## src/rtl/mult_div_unit.sv

```systemverilog
// Multicycle MULT/MULTU/DIV/DIVU unit holding the architectural HI/LO registers.
// Latency: WIDTH+1 cycles from accepted start to done; 1 cycle for divide-by-zero.
// Backpressure: none; start is only accepted in IDLE, and the core stalls on busy.
//
// Ports:
//   clock, reset      rising-edge clock, synchronous active-low reset
//   start, op, a, b   operation request (op: 00 MULT, 01 MULTU, 10 DIV, 11 DIVU)
//   hi_we, lo_we      MTHI/MTLO writes of wdata, honoured only when idle and not starting
//   busy, done        operation in flight / one-cycle completion pulse
//   div_zero          valid with done: divide with a zero divisor
//   hi, lo            architectural HI/LO registers
module mult_div_unit #(
  parameter int WIDTH = 32
) (
  input  logic             clock,
  input  logic             reset,
  input  logic             start,
  input  logic [1:0]       op,
  input  logic [WIDTH-1:0] a,
  input  logic [WIDTH-1:0] b,
  input  logic             hi_we,
  input  logic             lo_we,
  input  logic [WIDTH-1:0] wdata,
  output logic             busy,
  output logic             done,
  output logic             div_zero,
  output logic [WIDTH-1:0] hi,
  output logic [WIDTH-1:0] lo
);

  localparam int CW = $clog2(WIDTH + 1);
  localparam logic [CW-1:0] CNT_INIT = CW'(WIDTH);
  localparam logic [CW-1:0] CNT_LAST = CW'(1);

  typedef enum logic [1:0] {
    IDLE = 2'd0,
    RUN  = 2'd1,
    FIX  = 2'd2
  } state_t;

  state_t state, next_state;

  logic [CW-1:0]      cnt;
  logic               is_div;   // latched op[1]
  logic               res_neg;  // product / quotient must be negated
  logic               rem_neg;  // remainder takes the dividend's sign
  logic               zero_div; // divisor was zero: skip straight to FIX
  // opnd is the value added (multiply) or trial-subtracted (divide) each step.
  logic [WIDTH-1:0]   opnd;
  // Multiply: full product accumulator, multiplier starts in the low half.
  // Divide: low half is the dividend shifting out / quotient shifting in.
  logic [2*WIDTH-1:0] acc;
  logic [WIDTH:0]     rem;

  // Operand conditioning for the start cycle; unsigned ops pass straight through.
  logic             a_neg, b_neg, b_is_zero;
  logic [WIDTH-1:0] a_abs, b_abs;

  always_comb begin
    a_neg     = ~op[0] & a[WIDTH-1];
    b_neg     = ~op[0] & b[WIDTH-1];
    a_abs     = a_neg ? (WIDTH'(0) - a) : a;
    b_abs     = b_neg ? (WIDTH'(0) - b) : b;
    b_is_zero = (b == '0);
  end

  // One iteration of each algorithm.
  logic [WIDTH:0]     mul_sum;
  logic [2*WIDTH-1:0] mul_next;
  logic [WIDTH:0]     div_shift, div_trial;
  logic               q_bit;

  always_comb begin
    mul_sum   = {1'b0, acc[2*WIDTH-1:WIDTH]} + {1'b0, opnd};
    mul_next  = acc[0] ? {mul_sum, acc[WIDTH-1:1]} : {1'b0, acc[2*WIDTH-1:1]};
    div_shift = {rem[WIDTH-1:0], acc[WIDTH-1]};
    div_trial = div_shift - {1'b0, opnd};
    q_bit     = ~div_trial[WIDTH];
  end

  // Sign-corrected results for the FIX cycle.
  logic [2*WIDTH-1:0] prod_fix;
  logic [WIDTH-1:0]   quo_fix, rem_fix;

  always_comb begin
    prod_fix = res_neg ? ((2*WIDTH)'(0) - acc) : acc;
    quo_fix  = res_neg ? (WIDTH'(0) - acc[WIDTH-1:0]) : acc[WIDTH-1:0];
    rem_fix  = rem_neg ? (WIDTH'(0) - rem[WIDTH-1:0]) : rem[WIDTH-1:0];
  end

  always_comb begin
    next_state = state;
    case (state)
      IDLE: if (start) next_state = (op[1] && b_is_zero) ? FIX : RUN;
      RUN:  if (cnt == CNT_LAST) next_state = FIX;
      FIX:  next_state = IDLE;
      default: next_state = IDLE;
    endcase
  end

  always_ff @(posedge clock) begin
    if (!reset) begin
      state    <= IDLE;
      cnt      <= '0;
      is_div   <= 1'b0;
      res_neg  <= 1'b0;
      rem_neg  <= 1'b0;
      zero_div <= 1'b0;
      opnd     <= '0;
      acc      <= '0;
      rem      <= '0;
      hi       <= '0;
      lo       <= '0;
      busy     <= 1'b0;
      done     <= 1'b0;
      div_zero <= 1'b0;
    end else begin
      state <= next_state;
      busy  <= (next_state != IDLE);
      done  <= (state == FIX);

      case (state)
        IDLE: begin
          if (start) begin
            cnt      <= CNT_INIT;
            is_div   <= op[1];
            res_neg  <= a_neg ^ b_neg;
            rem_neg  <= a_neg;
            zero_div <= op[1] & b_is_zero;
            div_zero <= 1'b0;
            rem      <= '0;
            if (op[1]) begin
              opnd <= b_abs;
              acc  <= {{WIDTH{1'b0}}, a_abs};
            end else begin
              opnd <= a_abs;
              acc  <= {{WIDTH{1'b0}}, b_abs};
            end
          end else begin
            if (hi_we) hi <= wdata;
            if (lo_we) lo <= wdata;
          end
        end
        RUN: begin
          cnt <= cnt - CNT_LAST;
          if (is_div) begin
            rem               <= q_bit ? div_trial : div_shift;
            acc[WIDTH-1:0]    <= {acc[WIDTH-2:0], q_bit};
          end else begin
            acc <= mul_next;
          end
        end
        FIX: begin
          if (zero_div) begin
            div_zero <= 1'b1;
          end else if (is_div) begin
            lo <= quo_fix;
            hi <= rem_fix;
          end else begin
            {hi, lo} <= prod_fix;
          end
        end
        default: ;
      endcase
    end
  end

endmodule

```

## config.mk

```make
export PLATFORM = sky130hd
export DESIGN_NAME = mult_div_unit
export DESIGN_NICKNAME = d
export VERILOG_FILES = /design/src/rtl/mult_div_unit.sv
export SDC_FILE = /design/constraint.sdc
export NUM_CORES = 1
export LEC_CHECK = 0
export BUFFER_PORTS_ARGS = -buffer_cell sky130_fd_sc_hd__buf_2
export CAP_MARGIN = 0
export CORE_MARGIN = 2
export CORE_UTILIZATION = 60
export DETAILED_ROUTE_END_ITERATION = 10
export GPL_TIMING_DRIVEN = 0
export PLACE_DENSITY = 0.79
export SLEW_MARGIN = 15
export SYNTH_ARGS = -nofsm -noshare
export SYNTH_HDL_FRONTEND = slang
export SYNTH_SLANG_ARGS = --single-unit
```

## constraint.sdc

```tcl
create_clock -name clock -period 4.5 [get_ports clock]
set_input_delay 0 -clock clock [delete_from_list [all_inputs] [get_ports clock]]
set_output_delay 0 -clock clock [all_outputs]
set_load 0.05 [all_outputs]
```

==> impl_metrics.py <==
metrics = {
    "routing": {
        "drtIter0Drc": 2883,
        "routedWlPerCell_um": 23.9,
        "final_antenna_net_count": 0,
        "firstDrtPassIters": 6,
        "detail_route.vias_per_cell": 6.69,
        "remaining_drc_errors": 0,
        "drt-total-wl_um": 66600,
        "vias": 18638,
    },
    "die": {
        "num_io_pins": 170,
        "die_w_um": 169,
        "start_util": 0.608,
        "floorplan.rows": 60,
        "die_h_um": 169,
        "core_um2": 26900,
        "die_area_um2": 28600,
    },
    "synthesis": {
        "synth_fa_ha_area_frac": 0.0560,
        "ys.flop_type": "dfxtp_1",
        "synth.cell_area_um2": 16300,
        "synth_top_family_by_area": "compound AO/OA/AOI/OAI gates",
        "synth.area.mux_share": 0.0565,
        "ys_seq_elements": 207,
        "synth_xor_area_frac": 0.109,
        "yosys-top-cells-area": "dfxtp_1 25%, xnor2_1 6.0%, a21oi_1 5.9%",
        "synth-compound-area-share": 0.273,
        "synth_area_leader_cell": "dfxtp_1",
        "synth-warning-count": 0,
        "yosysTopAreaCellShare": 0.253,
        "syn_inst": 2203,
        "ys_types": 78,
        "synth_nets": 2378,
        "syn_avg_cell_area_um2": 7.42,
        "synth-edff-count": 0,
        "synthArstFlopShare": 0,
        "ys_seq_area_frac": 0.253,
        "synthSimpleGateAreaFrac": 0.203,
    },
    "worst_setup_path": {
        "cp_slowest_cell": "o31ai_4",
        "crit_path_frequent_cell": "a21oi_1",
        "required_ns": 4.88,
        "worstPathMaxFanout": 10,
        "max_stage_delay_ns": 0.45,
        "endpoint_kind": "register",
        "startpoint_type": "register",
        "path_cells": "inv_1 -> ha_1 -> fa_1 -> nand2b_1 -> a21oi_1 -> o311a_1 -> a21oi_1 -> o31ai_4 -> a21oi_1 -> a21oi_4 -> buf_2 -> mux2i_1 -> o21ai_0",
        "worst-path-stages": 13,
        "crit_buf_inv": 2,
        "cp_top_family": "compound AO/OA/AOI/OAI gates",
        "critPathArrivalTime_ns": 4.54,
        "reg2reg_depth": 13,
        "crit_type": "register to register",
    },
    "sta": {
        "setup_viol": 0,
        "slew_viol_final": 0,
        "slew_headroom": 0.305,
        "fmax_mhz": 240,
        "finalWorstPathRequiredPeriod_ns": 4.16,
        "rsz0062_at_grt": "false",
        "finalCritPeriodShare": 0.924,
        "fin_skew_ns": 0.0133,
        "hold_violations": 0,
        "worstMarginPinSlew_ns": 1.04,
        "fin_tns_setup_ns": 0,
    },
    "placed_design": {
        "port_buffers": 168,
        "place.gp.congestion": 1.03,
        "hpwlAfterDp_um": 51900,
        "placed_cells": 2712,
    },
    "cts": {
        "path_clk_slew_ns": 0.07,
        "clock_path_buffers": 3,
        "cts_tree": "done",
        "ctsHtreeMaxLevel": 1,
        "ctsRootBufferMaster": "clkbuf_16",
        "clkSinkCount": 207,
        "numCtsBuffers": 23,
        "clock_latency_ns": 0.53,
    },
    "global_routing": {
        "grt_pass1_vias": 17073,
        "overflow": 0,
        "grt.total_usage": 0.447,
        "grt_max_degree": 14,
        "grt_antenna_before_repair": 0,
        "grt_pass1_wl_um": 98700,
    },
    "finish": {
        "drive_above_1_share": 0.103,
        "postLayoutCoreUtil": 0.697,
        "syn_to_final_growth_pct": 14.6,
        "fin_cells": 2787,
        "nets": 2606,
        "antenna_cells": 0,
    },
    "run": {
        "maxCapViolCount": 0,
    },
    "run_status": {
        "status": "complete, no violations",
    },
    "pwr": {
        "p_per_area_nw_per_um2": 335,
        "vdd_drop_max_v": 0.000245,
        "leakage_nw": 7.62,
    },
    "worst_hold_path": {
        "hold_path_class": "primary input to register",
        "min_path_cells": 4,
    },
}
## Yosys cell counts (all sizes together), types with 20 or more instances
cell type,n
nand2,249
nor2,245
dfxtp,207
a21oi,195
o21ai,153
clkbuf,135
xnor2,112
xor2,91
mux2i,81
ha,70
inv,59
a211oi,52
nor3,41
o31ai,35
nand3,34
a21o,32
o211ai,31
nand2b,25
a31oi,24
o22ai,23
a22oi,22
o41ai,20
or4,20
## stage by stage
step	cell area [µm²]	setup WS [ns]	hold WS, ns	total power, mW
2_1_floorplan	16300	1.20	0.147	3.58
3_3_place_gp	17600	0.239	0.319	4.20
3_5_place_dp	17600	0.186	0.320	4.25
4_1_cts	18700	0.148	0.000773	6.14
5_1_grt	18700	0.132	0.0239	6.45
6_report	18700	0.340	0.0149	6.27
## cells by family after synthesis
kind of cell / count (synthesis)
XOR/XNOR: 203
adder cells (fa/ha/maj): 72
AND/OR/NAND/NOR: 726
AO/OA/AOI/OAI: 692
flip-flops: 207
buffers and inverters: 212
multiplexers: 91
## sequential cells by signal (all words and copies together) (netlist names), 2 cells and up
signal / flops
lo: 32
hi: 32
state: 2
rem: 32
opnd: 32
acc: 64
cnt: 6
## timing repair
item	in CTS	in global routing
endpoints found under the setup margin	0	28
gates resized for setup	0	2
hold buffers	35	0
setup buffers	0	0
hold endpoints to repair	47	0
## final timing paths
| check | start | end | slack (ns) |
|---|---|---|---|
| worst max-delay path | acc[31]$_SDFFE_PN0P_ | rem[22]$_SDFFE_PN0P_ | 0.34 |
| worst min-delay path | a[31] | opnd[31]$_SDFFE_PN0P_ | 0.01 |
| worst max register to register | acc[31]$_SDFFE_PN0P_ | rem[22]$_SDFFE_PN0P_ | 0.34 |
| worst min register to register | lo[26]$_SDFFE_PN0P_ | lo[26]$_SDFFE_PN0P_ | 0.47 |
## placed cells by master (no fill, tap or decap), types with 7 or more instances in the layout
| cell type | instances |
|---|---|
| a211oi_1 | 52 |
| a21o_1 | 32 |
| a21oi_1 | 194 |
| a222oi_1 | 8 |
| a22oi_1 | 22 |
| a311oi_1 | 19 |
| a31oi_1 | 24 |
| and2_1 | 12 |
| and3_1 | 10 |
| buf_1 | 11 |
| buf_2 | 172 |
| clkbuf_1 | 139 |
| clkbuf_16 | 23 |
| dfxtp_1 | 207 |
| dlygate4sd3_1 | 35 |
| ha_1 | 70 |
| inv_1 | 59 |
| mux2_2 | 10 |
| mux2i_1 | 81 |
| nand2_1 | 249 |
| nand2b_1 | 25 |
| nand3_1 | 34 |
| nand4_1 | 13 |
| nor2_1 | 245 |
| nor2b_1 | 16 |
| nor3_1 | 39 |
| nor4_1 | 19 |
| o211ai_1 | 31 |
| o21a_1 | 13 |
| o21ai_0 | 152 |
| o21bai_1 | 7 |
| o22ai_1 | 23 |
| o31ai_1 | 34 |
| o41ai_1 | 18 |
| or2_2 | 10 |
| or3_1 | 15 |
| or4_1 | 17 |
| xnor2_1 | 112 |
| xor2_1 | 91 |
## worst register-to-register path, delay by kind of cell, from the launching register on
kind / cells / cell delay, ns
mux: 1 / 0.23
simple gates: 1 / 0.23
compound gates: 7 / 1.97
fa+ha+maj: 2 / 0.63
buf+inv: 2 / 0.53
flops: 1 / 0.43
## area by class of cell
| cell class | instances | area [µm²] |
|---|---|---|
| clock inverter | 9 | 97.6 |
| timing repair buffer | 203 | 1190 |
| multi-input combinational | 1784 | 11400 |
| sequential | 207 | 4140 |
| fill | 2325 | 8140 |
| tap | 341 | 427 |
| inverter | 61 | 229 |
| buffer | 151 | 579 |
| clock buffer | 31 | 646 |
## routing by layer
metal	wire [µm]	up-vias	global-route usage
met3	8960	231	0.0961
met1	26200	8613	0.598
li1	-	8419	-
met5	0	-	0
met4	3850	0	0.220
met2	27600	1375	0.686
## report_power, final
| group | total [mW] | internal (mW) | switching (mW) |
|---|---|---|---|
| registers | 2.17 | 1.98 | 0.188 |
| logic | 2.18 | 0.718 | 1.46 |
| clock network | 1.92 | 1.12 | 0.808 |
Note: power is estimated with default switching activity, not from simulation.
